## src/rtl/fifo_read_arbiter.sv

```systemverilog
// Round-robin read-side scheduler sharing one FIFO read port among NUM_REQ burst consumers.
// Optional empty-stall abort is enabled by defining ARB_TIMEOUT_EN.
module fifo_read_arbiter #(
    parameter int unsigned NUM_REQ = 4,
    parameter int unsigned DATA_W  = 8,
    parameter int unsigned BURST_W = 4
`ifdef ARB_TIMEOUT_EN
    ,
    parameter int unsigned TIMEOUT_CYC = 64
`endif
) (
    input  logic                       recv_clk,
    input  logic                       trans_rst,
    input  logic [NUM_REQ-1:0]         req,
    input  logic [NUM_REQ*BURST_W-1:0] burst_len,
    input  logic                       fifo_empty,
    input  logic [DATA_W-1:0]          recv_data,
    output logic                       read_enable,
    output logic [NUM_REQ-1:0]         grant,
    output logic [DATA_W-1:0]          out_data,
    output logic [NUM_REQ-1:0]         out_valid,
    output logic [NUM_REQ-1:0]         done,
    output logic                       busy
`ifdef ARB_TIMEOUT_EN
    ,
    output logic [NUM_REQ-1:0]         abort
`endif
);

    localparam int unsigned PTR_W = (NUM_REQ > 1) ? $clog2(NUM_REQ) : 1;
`ifdef ARB_TIMEOUT_EN
    localparam int unsigned STALL_W = $clog2(TIMEOUT_CYC + 1);
`endif

    typedef enum logic [1:0] {IDLE, GRANT, READ, DRAIN} state_t;

    state_t             state;
    logic [PTR_W-1:0]   ptr;
    logic [PTR_W-1:0]   gidx;
    logic [BURST_W-1:0] remaining;
    logic [BURST_W-1:0] cur_len;
    logic               pop_d;
    logic               sel_found;
    logic [PTR_W-1:0]   sel_idx;
`ifdef ARB_TIMEOUT_EN
    logic [STALL_W-1:0] stall_cnt;
`endif

    assign read_enable = (state == READ) && (remaining != '0) && !fifo_empty;
    assign cur_len     = burst_len[32'(gidx) * BURST_W +: BURST_W];

    // First asserted requester after the last-served one, with wrap.
    always_comb begin
        sel_found = 1'b0;
        sel_idx   = '0;
        for (int unsigned i = 1; i <= NUM_REQ; i++) begin
            if (!sel_found && req[PTR_W'((32'(ptr) + i) % NUM_REQ)]) begin
                sel_found = 1'b1;
                sel_idx   = PTR_W'((32'(ptr) + i) % NUM_REQ);
            end
        end
    end

    always_ff @(posedge recv_clk or posedge trans_rst) begin
        if (trans_rst) begin
            state     <= IDLE;
            ptr       <= PTR_W'(NUM_REQ - 1);
            gidx      <= '0;
            grant     <= '0;
            remaining <= '0;
            pop_d     <= 1'b0;
            out_data  <= '0;
            out_valid <= '0;
            done      <= '0;
            busy      <= 1'b0;
`ifdef ARB_TIMEOUT_EN
            abort     <= '0;
            stall_cnt <= '0;
`endif
        end else begin
            // Popped word arrives one cycle after the pop; register it to the owner.
            pop_d     <= read_enable;
            out_valid <= pop_d ? grant : '0;
            if (pop_d) out_data <= recv_data;
            done      <= '0;
`ifdef ARB_TIMEOUT_EN
            abort     <= '0;
`endif
            case (state)
                IDLE: begin
                    if (sel_found) begin
                        grant <= NUM_REQ'(1) << sel_idx;
                        gidx  <= sel_idx;
                        busy  <= 1'b1;
                        state <= GRANT;
                    end
                end
                GRANT: begin
                    remaining <= cur_len;
`ifdef ARB_TIMEOUT_EN
                    stall_cnt <= '0;
`endif
                    if (cur_len == '0) begin
                        done  <= grant;
                        ptr   <= gidx;
                        grant <= '0;
                        busy  <= 1'b0;
                        state <= IDLE;
                    end else begin
                        state <= READ;
                    end
                end
                READ: begin
                    if (read_enable) begin
                        remaining <= remaining - 1'b1;
                        if (remaining == BURST_W'(1)) state <= DRAIN;
                    end
`ifdef ARB_TIMEOUT_EN
                    if (read_enable) begin
                        stall_cnt <= '0;
                    end else if (fifo_empty && remaining != '0) begin
                        if (stall_cnt == STALL_W'(TIMEOUT_CYC - 1)) begin
                            abort     <= grant;
                            done      <= grant;
                            ptr       <= gidx;
                            grant     <= '0;
                            remaining <= '0;
                            stall_cnt <= '0;
                            busy      <= 1'b0;
                            state     <= IDLE;
                        end else begin
                            stall_cnt <= stall_cnt + 1'b1;
                        end
                    end
`endif
                end
                DRAIN: begin
                    done  <= grant;
                    ptr   <= gidx;
                    grant <= '0;
                    busy  <= 1'b0;
                    state <= IDLE;
                end
                default: state <= IDLE;
            endcase
        end
    end

endmodule

```

## config.mk

```make
export PLATFORM = sky130hd
export DESIGN_NAME = fifo_read_arbiter
export DESIGN_NICKNAME = d
export VERILOG_FILES = /design/src/rtl/fifo_read_arbiter.sv
export SDC_FILE = /design/constraint.sdc
export NUM_CORES = 1
export LEC_CHECK = 0
export CORE_MARGIN = 2
export CORE_UTILIZATION = 35
export DETAILED_ROUTE_END_ITERATION = 7
export PLACE_DENSITY = 0.66
export SLEW_MARGIN = 15
export SYNTH_ARGS = -nofsm -noshare
export SYNTH_HDL_FRONTEND = slang
export SYNTH_SLANG_ARGS = --single-unit
```

## constraint.sdc

```tcl
create_clock -name recv_clk -period 1.75 [get_ports recv_clk]
set_input_delay 0.35 -clock recv_clk [delete_from_list [all_inputs] [get_ports recv_clk]]
set_output_delay 0.35 -clock recv_clk [all_outputs]
set_load 0.01 [all_outputs]
```

==> impl_summary.log, run 1 <==
[metrics] result of the run: finished, violations left
[metrics] violations in the final reports: negative setup slack
[metrics] endpoints failing setup: 11
[metrics] slowest cell on the critical path: sky130_fd_sc_hd__mux4_2
[metrics] Synth async-reset ratio: 1.000
[metrics] GRT Resource Usage Total: 0.1562
[metrics] Max-Cap Viols: 0
[metrics] clk sinks: 32
[metrics] sum of routed wire length over all layers: ~3.4 mm
[metrics] Worst Path Buf+Inv: 0
[metrics] maximum number of pins on one net before global-route repair: 33
[metrics] measured slew at the worst slew-check pin: 0.4878 ns
[metrics] Slew headroom: 0.6713
[metrics] Post-Synthesis Cell Area: 1528 µm²
[metrics] maximum fanout count along the critical path: 5
[metrics] total via count after detailed routing: around 1200
[metrics] IO buf count: 52
[metrics] clock root buffer master: sky130_fd_sc_hd__clkbuf_8
[metrics] CTS HTree Levels: 2
[metrics] Critical Path Start Type: flip-flop
[metrics] yosys synthesis warning count: 0
[metrics] final period utilization: 1.063
[metrics] CP delay by family, top: multiplexers
[metrics] Distinct cells, synth: 43
[metrics] Cells after DPL: between 200 and 250
[metrics] top_reg_cell synth: sky130_fd_sc_hd__dfrtp_1
[metrics] sum of net half-perimeters after detailed placement: between 2 and 3 mm
[metrics] worst endpoint data arrival time: 2.07 ns
[metrics] via-per-instance ratio: roughly 5
[metrics] flops & latches, synth: 32
[metrics] worst skew pair latency: around 0.28 ns
[metrics] endpoints failing hold: 0
[metrics] fraction of final layout cells sized beyond drive strength 1: 0.3333
[metrics] number of max-slew violations in the final report: 0
[metrics] global-route congestion overflow total: 0
[metrics] final worst setup slack: -0.1110 ns
[metrics] Final #Nets: 230
[metrics] number of antenna-violating nets in the routed design: 0
[metrics] clock input transition at the sequential cells of the worst setup and hold paths: 0.06 ns
[metrics] critical setup path kind: reg2reg
[metrics] layout-stage area growth over the synthesis result: 57.00%
[metrics] Site Rows: 24
[metrics] synthesized area per cell: 12.52 µm²
[metrics] RSZ-0062 raised after global routing: yes
[metrics] Worst Hold Class: in2async
[metrics] number of global-route vias before repair: 1341
[metrics] peak supply drop: around 660 µV
[metrics] height of the chip: 70.07 µm
[metrics] syn nets: between 150 and 200
[metrics] wire length per cell after detailed routing: 13.58 µm
[metrics] First DRT Iteration DRCs: 34
[metrics] most common cell after layout, fill and taps aside: sky130_fd_sc_hd__clkdlybuf4s50_1
[metrics] reported leakage power: ~0.0010 µW
[metrics] number of enable-type register cells in the synthesized netlist: 0
[metrics] Max Clk Rate: between 500 and 600 MHz
[metrics] Starting Density: 0.3583
[metrics] boundary pin count: 53
[metrics] Crit. End Element: flip-flop
[metrics] share of the yosys chip area belonging to registers: 0.5258
[metrics] cell count after synthesis: 122
[metrics] final estimated routing congestion in global placement: roughly 0.82
[metrics] total CTS buffers: 5
[metrics] first drt pass iteration count: 4
[metrics] initial antenna violation count: 0
[metrics] Max Clock Skew: between 0.003 and 0.004 ns
[metrics] buffer depth of the longest clock path: 2
[metrics] power density over cell area: around 1600 nW/µm²
[metrics] clock tree from TritonCTS: done
[metrics] full die area: between 4000 and 5000 µm²
[metrics] number of antenna repair diodes: 0
[metrics] accumulated negative setup slack: -0.7746 ns
[metrics] most frequent cells in the layout: 50 x sky130_fd_sc_hd__clkdlybuf4s50_1, 29 x sky130_fd_sc_hd__dfrtp_1, 20 x sky130_fd_sc_hd__buf_4, 8 x sky130_fd_sc_hd__mux2_2, 8 x sky130_fd_sc_hd__inv_1
[metrics] remaining routing DRC violations: 0
[metrics] required time reported for the critical path endpoint: around 2 ns
[metrics] core area: around 4300 µm²
[metrics] global-route wire length before repair: around 6 mm
[metrics] final worst path period need: roughly 1.9 ns
[metrics] worst path cell trace: mux4_2 -> nor4_4 -> o21a_4 -> mux2_4
[metrics] Chip Width: roughly 70 µm
[metrics] Finished Layout Cells: 250
[metrics] maximum cell stage delay along the critical path: approximately 0.56 ns
[sequential cells by signal, summed over array words and instances (netlist names), named ones only]
register   flops
ptr            2
gidx           2
grant          4
out_data       8
state          1
done           4
remaining      4
pop_d          1
busy           1
out_valid      4
[power by group]
group	total (µW)	switching [µW]	leakage, µW	internal, µW
clock network	678	256	0.0000552	422
logic	1940	775	0.000582	1170
registers	1310	248	0.000397	1060
total	3930	1280	0.00103	2650
[what timing repair did]
item / CTS / global route
setup buffers: 1 / 1
pin swaps: 2 / 1
endpoints found under the setup margin: 15 / 17
hold endpoints to repair: 0 / 0
hold buffers: 0 / 0
gates resized for setup: 12 / 6
[path summary, 6_finish.rpt]
kind,start,endpoint,slack (ns),cells after the start
setup reg to reg,gidx[0]$_DFFE_PP0P_,ptr[1]$_DFFE_PP1P_,-0.11,4
hold reg to reg,out_data[2]$_DFFE_PP0P_,out_data[2]$_DFFE_PP0P_,0.50,1
min in group recv_clk,out_data[2]$_DFFE_PP0P_,out_data[2]$_DFFE_PP0P_,0.50,1
max in group asynchronous,trans_rst,ptr[0]$_DFFE_PP1P_,0.98,3
hold / removal,trans_rst,out_data[7]$_DFFE_PP0P_,0.45,3
setup / recovery,gidx[0]$_DFFE_PP0P_,ptr[1]$_DFFE_PP1P_,-0.11,4
[metal layers]
layer | track usage | vias up | wire (µm) | share of wire
met5 | 0 | - | 0 | 0
met4 | 0.06197 | 0 | 51 | 0.015
met3 | 0.05051 | 4 | 265 | 0.078
met2 | 0.2751 | 56 | 1675 | 0.49
met1 | 0.1738 | 595 | 1403 | 0.41
li1 | - | 589 | - | -
[kinds of logic after synthesis]
kind of cell,count (synthesis),synth area share
fa+ha+maj,2,0.01638
simple gates,33,0.1351
flops,32,0.5258
mux,16,0.1532
compound gates,25,0.1261
xor+xnor,1,0.005734
buf+inv,13,0.03766
[Yosys cell counts, types with 2 or more instances]
| cell type | n | area [µm²] |
|---|---|---|
| sky130_fd_sc_hd__dfstp_2 | 2 | 52.55 |
| sky130_fd_sc_hd__a2bb2oi_1 | 2 | 17.52 |
| sky130_fd_sc_hd__o22ai_1 | 4 | 25.02 |
| sky130_fd_sc_hd__ha_1 | 2 | 25.02 |
| sky130_fd_sc_hd__mux4_2 | 3 | 67.56 |
| sky130_fd_sc_hd__o221a_2 | 3 | 33.78 |
| sky130_fd_sc_hd__dfrtp_1 | 30 | 750.7 |
| sky130_fd_sc_hd__o21a_1 | 2 | 15.01 |
| sky130_fd_sc_hd__mux2i_1 | 2 | 20.02 |
| sky130_fd_sc_hd__inv_1 | 9 | 33.78 |
| sky130_fd_sc_hd__nand2b_1 | 4 | 25.02 |
| sky130_fd_sc_hd__a21oi_1 | 2 | 10.01 |
| sky130_fd_sc_hd__o21ai_0 | 4 | 20.02 |
| sky130_fd_sc_hd__and2_2 | 4 | 30.03 |
| sky130_fd_sc_hd__nor2_1 | 7 | 26.28 |
| sky130_fd_sc_hd__nor3_1 | 2 | 10.01 |
| sky130_fd_sc_hd__nand2_1 | 3 | 11.26 |
| sky130_fd_sc_hd__mux2_4 | 2 | 30.03 |
| sky130_fd_sc_hd__and2_1 | 4 | 25.02 |
| sky130_fd_sc_hd__mux2_2 | 8 | 90.09 |
[area by class of cell]
class,count,area [µm²]
fill,359,1866
inverter,9,33.78
tap,52,65.06
clock buffer,6,72.57
clock inverter,2,35.03
timing repair buffer,72,674.4
multi-input combinational,77,713.2
sequential,32,804.5
[worst register-to-register path: stages, from the launching register on]
cell and delay [ns]:
sky130_fd_sc_hd__dfrtp_2 0.43, sky130_fd_sc_hd__mux4_2 0.56, sky130_fd_sc_hd__nor4_4 0.32, sky130_fd_sc_hd__o21a_4 0.18, sky130_fd_sc_hd__mux2_4 0.30
[through the flow]
stage / setup WS [ns] / hold WS [ns] / instance area, µm² / util / power [µW]
global route: -0.1927 / 0.4896 / 2399 / 0.5625 / 4205
floorplan: -0.1028 / 0.4647 / 1524 / - / 2321
CTS: -0.1390 / 0.4671 / 2372 / 0.5563 / 3938
finish: -0.1110 / 0.4523 / 2399 / 0.5625 / 3926
global placement: -0.5467 / 0.4885 / 2221 / 0.5208 / 3062
detailed placement: -0.5706 / 0.4962 / 2221 / 0.5208 / 3137
Power figures use the tool's default switching activity.
==> inputs of run 2 (changes only) <==
PLACE_DENSITY = 0.64   (was 0.66)
clock period = 2.3 ns   (was 1.75 ns; I/O delays follow)
==> run 2 against run 1 <==
Effect of this change: the flow now finishes without violations; critical path depth increased by 1; clock power down 42%; hold slack got worse by 0.032 ns; register-to-register slack better by 0.44 ns; worst setup slack better by 0.24 ns; final area fell by 7.0%; total power decreased by 32%; critical endpoint is now read_enable.
==> impl_summary.log, run 2 (same netlist as run 1, synthesis figures left out) <==
[metrics] boundary pin count: 53 (unchanged)
[metrics] measured slew at the worst slew-check pin: 0.4094 ns (-0.07846 ns)
[metrics] FF-to-FF setup slack: 0.33 ns (+0.44 ns)
[metrics] layout-stage area growth over the synthesis result: 45.95%
[metrics] accumulated negative setup slack: 0 ns (+0.7746 ns)
[metrics] Slew headroom: 0.7271 (+0.05574)
[metrics] total via count after detailed routing: 1189 (-4.4%)
[metrics] worst-case reg-to-reg path depth: 4 (unchanged)
[metrics] wire length per cell after detailed routing: 13.37 µm (-1.5%)
[metrics] Chip Width: 70.07 µm (unchanged)
[metrics] critical setup path kind: in2out
[metrics] fraction of final layout cells sized beyond drive strength 1: 0.2366 (-0.09677)
[metrics] Worst Hold Class: in2async
[metrics] number of antenna-violating nets in the routed design: 0 (unchanged)
[metrics] total of fill cells in the finished design: 379 (+5.6%)
[metrics] final estimated routing congestion in global placement: 0.8206 (+0.37%)
[metrics] buffer depth of the longest clock path: 2 (unchanged)
[metrics] final period utilization: 0.9456
[metrics] worst setup path endpoint: read_enable
[metrics] global-route wire length before repair: 5.471 mm (-9.1%)
[metrics] number of max-slew violations in the final report: 0 (unchanged)
[metrics] Starting Density: 0.3583 (unchanged)
[metrics] height of the chip: 70.07 µm (unchanged)
[metrics] global-route congestion overflow total: 0 (unchanged)
[metrics] most common cell after layout, fill and taps aside: sky130_fd_sc_hd__clkdlybuf4s50_1
[metrics] remaining routing DRC violations: 0 (unchanged)
[metrics] power density over cell area: 1198 nW/µm² (-27%)
[metrics] IO buf count: 52 (unchanged)
[metrics] initial antenna violation count: 0 (unchanged)
[metrics] Max-Cap Viols: 0 (unchanged)
[metrics] clock input transition at the sequential cells of the worst setup and hold paths: 0.06 ns (about the same)
[metrics] via-per-instance ratio: 4.996 (+0.40%)
[metrics] required time reported for the critical path endpoint: 1.84 ns (-0.12 ns)
[metrics] number of global-route vias before repair: 1263 (-5.8%)
[metrics] combined area of the multi-input logic cells: 666.9 µm² (-6.5%)
[metrics] CTS HTree Levels: 2 (unchanged)
[metrics] clock root buffer master: sky130_fd_sc_hd__clkbuf_8
[metrics] register with the most flip-flops: out_data
[metrics] r2r startpoint: gidx[0]$_DFFE_PP0P_
[metrics] most frequent cells in the layout: 51 x sky130_fd_sc_hd__clkdlybuf4s50_1, 30 x sky130_fd_sc_hd__dfrtp_1, 9 x sky130_fd_sc_hd__inv_1, 9 x sky130_fd_sc_hd__buf_4, 8 x sky130_fd_sc_hd__mux2_2
[metrics] peak supply drop: 372.3 µV (-44%)
[metrics] hold_ws: 0.4202 ns (-0.03215 ns)
[metrics] RSZ-0062 raised after global routing: no
[metrics] Max Clock Skew: 0.006341 ns (+0.002618 ns)
[metrics] sum of routed wire length over all layers: 3.183 mm (-6.3%)
[metrics] reg-to-reg endpoint: ptr[1]$_DFFE_PP1P_
[metrics] first drt pass iteration count: 4 (unchanged)
[metrics] result of the run: finished, final reports clean
[metrics] First DRT Iteration DRCs: 32 (-5.9%)
[metrics] core area: 4264 µm² (unchanged)
[metrics] launch point of the critical path: fifo_empty
[metrics] total area of sequential cells: 803.3 µm² (-0.16%)
[metrics] maximum number of pins on one net before global-route repair: 26 (-21%)
[metrics] sum of net half-perimeters after detailed placement: 2.507 mm (-5.6%)
[metrics] Tot Pwr: 2671 µW (-32%)
[metrics] final design utilization: 0.5229 (-0.03961)
[metrics] Critical Path Start Type: input pin
[metrics] Crit. End Element: output port
[metrics] worst endpoint data arrival time: 1.71 ns (-0.36 ns)
[metrics] maximum fanout count along the critical path: 2 (-3)
[metrics] number of antenna repair diodes: 0 (unchanged)
[metrics] flip-flop count of the largest register after layout: 8 (unchanged)
[metrics] worst skew pair latency: 0.28 ns (about the same)
[metrics] full die area: 4909 µm² (unchanged)
[metrics] final worst path period need: approximately 2.2 ns
[metrics] reported leakage power: 0.0009520 µW (-7.9%)
[metrics] total CTS buffers: 5 (unchanged)
[metrics] Max Clk Rate: 459.8 MHz
[metrics] endpoints failing hold: 0 (unchanged)
[metrics] clock tree from TritonCTS: done
[metrics] clk sinks: 32 (unchanged)
[metrics] endpoints failing setup: 0 (-11)
[metrics] Final #Nets: 219 (-4.8%)
[metrics] GRT Resource Usage Total: 0.1424 (-0.01374)
[metrics] Site Rows: 24 (unchanged)
run 2: final cells by class:
cell class | instances | share of cell area
Clock buffer | 6 | 0.03255
Clock inverter | 1 | 0.002245
Timing Repair Buffer | 61 | 0.2615
Multi-Input combinational cell | 77 | 0.2991
Sequential cell | 32 | 0.3603
Inverter | 9 | 0.01515
Tap cell | 52 | 0.02918
run 2: worst min path at each step:
stage                                 start                       to  slack [ns]  cells past startpoint
CTS                               trans_rst  out_data[7]$_DFFE_PP0P_        0.42                      2
global route                      trans_rst  out_data[7]$_DFFE_PP0P_        0.43                      2
detailed placement  out_data[4]$_DFFE_PP0P_  out_data[4]$_DFFE_PP0P_        0.50                      1
floorplan                   pop_d$_DFF_PP0_  out_data[4]$_DFFE_PP0P_        0.53                      1
global placement    out_data[6]$_DFFE_PP0P_  out_data[6]$_DFFE_PP0P_        0.49                      1
finish                            trans_rst  out_data[7]$_DFFE_PP0P_        0.42                      2
run 2: metal layers:
layer	track usage	routed length (µm)	vias to the layer above
li1	-	-	566
met1	0.1535	1288	570
met2	0.2508	1636	48
met3	0.05916	220	5
met4	0.04915	38	0
met5	0	0	-
run 2: power by group:
group	internal (µW)	switching (µW)	leakage, µW
logic	765	514	0.000513
clock network	205	189	0.0000410
registers	803	195	0.000398
run 2: what timing repair did:
action	in CTS	in global routing
gates cloned	0	0
setup buffers	0	0
setup endpoints to repair	1	1
hold buffers	0	0
gates resized for setup	2	1
run 2: per-stage QoR:
stage	area, µm²	instances	setup WS, ns
after floorplan	1528	122	0.4447
after global placement	2157	231	-0.2213
after detailed placement	2157	231	-0.2622
after CTS	2235	238	0.01299
after global routing	2230	238	0.06686
final	2230	238	0.1252
run 2: critical path, stage by stage:
cell and delay [ns]:
sky130_fd_sc_hd__clkdlybuf4s50_1 0.40, sky130_fd_sc_hd__or3b_2 0.46, sky130_fd_sc_hd__a21o_1 0.19, sky130_fd_sc_hd__inv_1 0.07, sky130_fd_sc_hd__clkbuf_2 0.13
==> inputs of run 3 (changes only) <==
CTS_BUF_LIST = sky130_fd_sc_hd__clkbuf_8 sky130_fd_sc_hd__clkbuf_16   (was default)
==> run 3 against run 2 <==
Effect of this change: die area unchanged; hold slack unchanged; final cell count unchanged; utilization unchanged; via count about the same; total power down 0.18%; routed wire length about the same; non-clock buffer count unchanged; maximum frequency about the same; sequential share of layout area unchanged.
==> impl_summary.log, run 3 (same netlist as run 1, synthesis figures left out) <==
[metrics] Cells after DPL: 231 (unchanged)
[metrics] Max Clk Rate: 459.8 MHz (about the same)
[metrics] final estimated routing congestion in global placement: 0.8206 (unchanged)
[metrics] CTS Hold Buffers Added: 0 (unchanged)
[metrics] clock input transition at the sequential cells of the worst setup and hold paths: 0.06 ns (about the same)
[metrics] Site Rows: 24 (unchanged)
[metrics] clock root buffer master: sky130_fd_sc_hd__clkbuf_8
[metrics] final period utilization: 0.9455 (about the same)
[metrics] result of the run: finished, final reports clean
[metrics] boundary pin count: 53 (unchanged)
[metrics] clk sinks: 32 (unchanged)
[metrics] measured slew at the worst slew-check pin: 0.4094 ns (-0.0000007153 ns)
[metrics] layout-stage area growth over the synthesis result: 45.95% (unchanged)
[metrics] via-per-instance ratio: 5.000 (about the same)
[metrics] Post-CTS Setup Bufs: 0 (unchanged)
[metrics] total of fill cells in the finished design: 379 (unchanged)
[metrics] Finished Layout Cells: 238 (unchanged)
[metrics] Tot Pwr: 2666 µW (-0.18%)
[metrics] endpoints failing hold: 0 (unchanged)
[metrics] wire length per cell after detailed routing: 13.36 µm (about the same)
[metrics] number of global-route vias before repair: 1263 (unchanged)
[metrics] total CTS buffers: 5 (unchanged)
[metrics] FF-to-FF setup slack: 0.33 ns (about the same)
[metrics] Slew headroom: 0.7271 (unchanged)
[metrics] Final #Nets: 219 (unchanged)
[metrics] global-route congestion overflow total: 0 (unchanged)
[metrics] final worst path period need: 2.175 ns (-0.0002010 ns)
[metrics] Chip Width: 70.07 µm (unchanged)
[metrics] most frequent cells in the layout: 51 x sky130_fd_sc_hd__clkdlybuf4s50_1, 30 x sky130_fd_sc_hd__dfrtp_1, 10 x sky130_fd_sc_hd__inv_1, 9 x sky130_fd_sc_hd__buf_4, 8 x sky130_fd_sc_hd__mux2_2
[metrics] CTS HTree Levels: 2 (unchanged)
[metrics] remaining routing DRC violations: 0 (unchanged)
[metrics] fraction of final layout cells sized beyond drive strength 1: 0.2366 (unchanged)
[metrics] register with the most flip-flops: out_data
[metrics] post-route cell area: 2230 µm² (unchanged)
[metrics] final worst setup slack: 0.1254 ns (+0.0002010 ns)
[metrics] GRT Resource Usage Total: 0.1424 (unchanged)
[metrics] sum of net half-perimeters after detailed placement: 2.507 mm (unchanged)
[metrics] RSZ-0062 raised after global routing: no
[metrics] endpoints failing setup: 0 (unchanged)
[metrics] Critical Path Start Type: input pin
[metrics] peak supply drop: 371.7 µV (-0.17%)
[metrics] power density over cell area: 1196 nW/µm² (-0.18%)
[metrics] first drt pass iteration count: 4 (unchanged)
[metrics] power share of the sequential group: 0.374 (about the same)
[metrics] most common cell after layout, fill and taps aside: sky130_fd_sc_hd__clkdlybuf4s50_1
[metrics] height of the chip: 70.07 µm (unchanged)
[metrics] full die area: 4909 µm² (unchanged)
[metrics] worst endpoint data arrival time: 1.71 ns (about the same)
[metrics] buffer depth of the longest clock path: 2 (unchanged)
[metrics] initial antenna violation count: 0 (unchanged)
[metrics] clock tree from TritonCTS: done
[metrics] Max Clock Skew: 0.006363 ns (+0.00002162 ns)
[metrics] accumulated negative setup slack: 0 ns (unchanged)
[metrics] required time reported for the critical path endpoint: 1.84 ns (about the same)
[metrics] worst skew pair latency: 0.28 ns (about the same)
[metrics] number of max-slew violations in the final report: 0 (unchanged)
[metrics] reg-to-reg endpoint: ptr[1]$_DFFE_PP1P_
[metrics] critical setup path kind: in2out
[metrics] r2r startpoint: gidx[0]$_DFFE_PP0P_
[metrics] maximum number of pins on one net before global-route repair: 26 (unchanged)
[metrics] sum of routed wire length over all layers: 3.180 mm (about the same)
[metrics] core area: 4264 µm² (unchanged)
[metrics] Switching Share: 0.3366 (+0.0004682)
[metrics] First DRT Iteration DRCs: 31 (-3.1%)
[metrics] Starting Density: 0.3583 (unchanged)
[metrics] global-route wire length before repair: 5.471 mm (unchanged)
[metrics] number of antenna repair diodes: 0 (unchanged)
[metrics] P_sw: 897.4 µW (about the same)
[metrics] total via count after detailed routing: 1190 (+0.084%)
[metrics] maximum fanout count along the critical path: 2 (unchanged)
[metrics] Max-Cap Viols: 0 (unchanged)
[metrics] worst-case reg-to-reg path depth: 4 (unchanged)
[metrics] flip-flop count of the largest register after layout: 8 (unchanged)
[metrics] Power Internal: 1769 µW (-0.25%)
[metrics] Clk pwr share: 0.146 (-0.002)
[metrics] IO buf count: 52 (unchanged)
[metrics] total cell area at the placement stage: 2157 µm² (unchanged)
[metrics] Worst Hold Class: in2async
[metrics] Crit. End Element: output port
[metrics] Place WS: -0.2622 ns (unchanged)
[metrics] logic gate share of total power: 0.479 (about the same)
[metrics] reported leakage power: 0.0009561 µW (+0.44%)
[metrics] number of antenna-violating nets in the routed design: 0 (unchanged)
run 3: metal layers:
layer  global-route usage  wire, µm  vias up
li1                     -         -      566
met3              0.05916       220        5
met4              0.04915        38        0
met1               0.1535      1285      571
met2               0.2508      1636       48
met5                    0         0        -
run 3: worst max-delay path by stage:
stage,startpoint,to,slack (ns)
3_5_place_dp,fifo_empty,read_enable,-0.26
4_1_cts,fifo_empty,read_enable,0.01
2_1_floorplan,gidx[0]$_DFFE_PP0P_,ptr[0]$_DFFE_PP1P_,0.44
3_3_place_gp,fifo_empty,read_enable,-0.22
6_report,fifo_empty,read_enable,0.13
5_1_grt,fifo_empty,read_enable,0.07
run 3: area by class of cell:
cell class	instances	area [µm²]	share of cell area
Timing Repair Buffer	61	583.1	0.2615
Clock buffer	5	68.82	0.03086
Sequential cell	32	803.3	0.3603
Multi-Input combinational cell	77	666.9	0.2991
Clock inverter	2	8.758	0.003928
Tap cell	52	65.06	0.02918
Inverter	9	33.78	0.01515
run 3: worst max-delay path, cell delays in order:
cell and delay, ns:
sky130_fd_sc_hd__clkdlybuf4s50_1 0.40, sky130_fd_sc_hd__or3b_2 0.46, sky130_fd_sc_hd__a21o_1 0.19, sky130_fd_sc_hd__inv_1 0.07, sky130_fd_sc_hd__clkbuf_2 0.13
run 3: power groups by stage:
stage          combinational [µW]  clock [µW]  sequential (µW)
2_1_floorplan                 761           0             1000
3_3_place_gp                 1260           0              999
3_5_place_dp                 1290           0             1010
4_1_cts                      1290         408             1000
5_1_grt                      1390         433             1040
6_report                     1280         390              998
run 3: repair_timing:
action                     CTS  global route
gates resized for setup      2             1
cloned                       0             0
setup endpoints to repair    1             1
pin swaps                    0             0
run 3: stage by stage:
step	utilization	hold WS [ns]
2_1_floorplan	-	0.5283
3_3_place_gp	0.5059	0.4878
3_5_place_dp	0.5059	0.4954
4_1_cts	0.5241	0.4165
5_1_grt	0.5229	0.4339
6_report	0.5229	0.4202
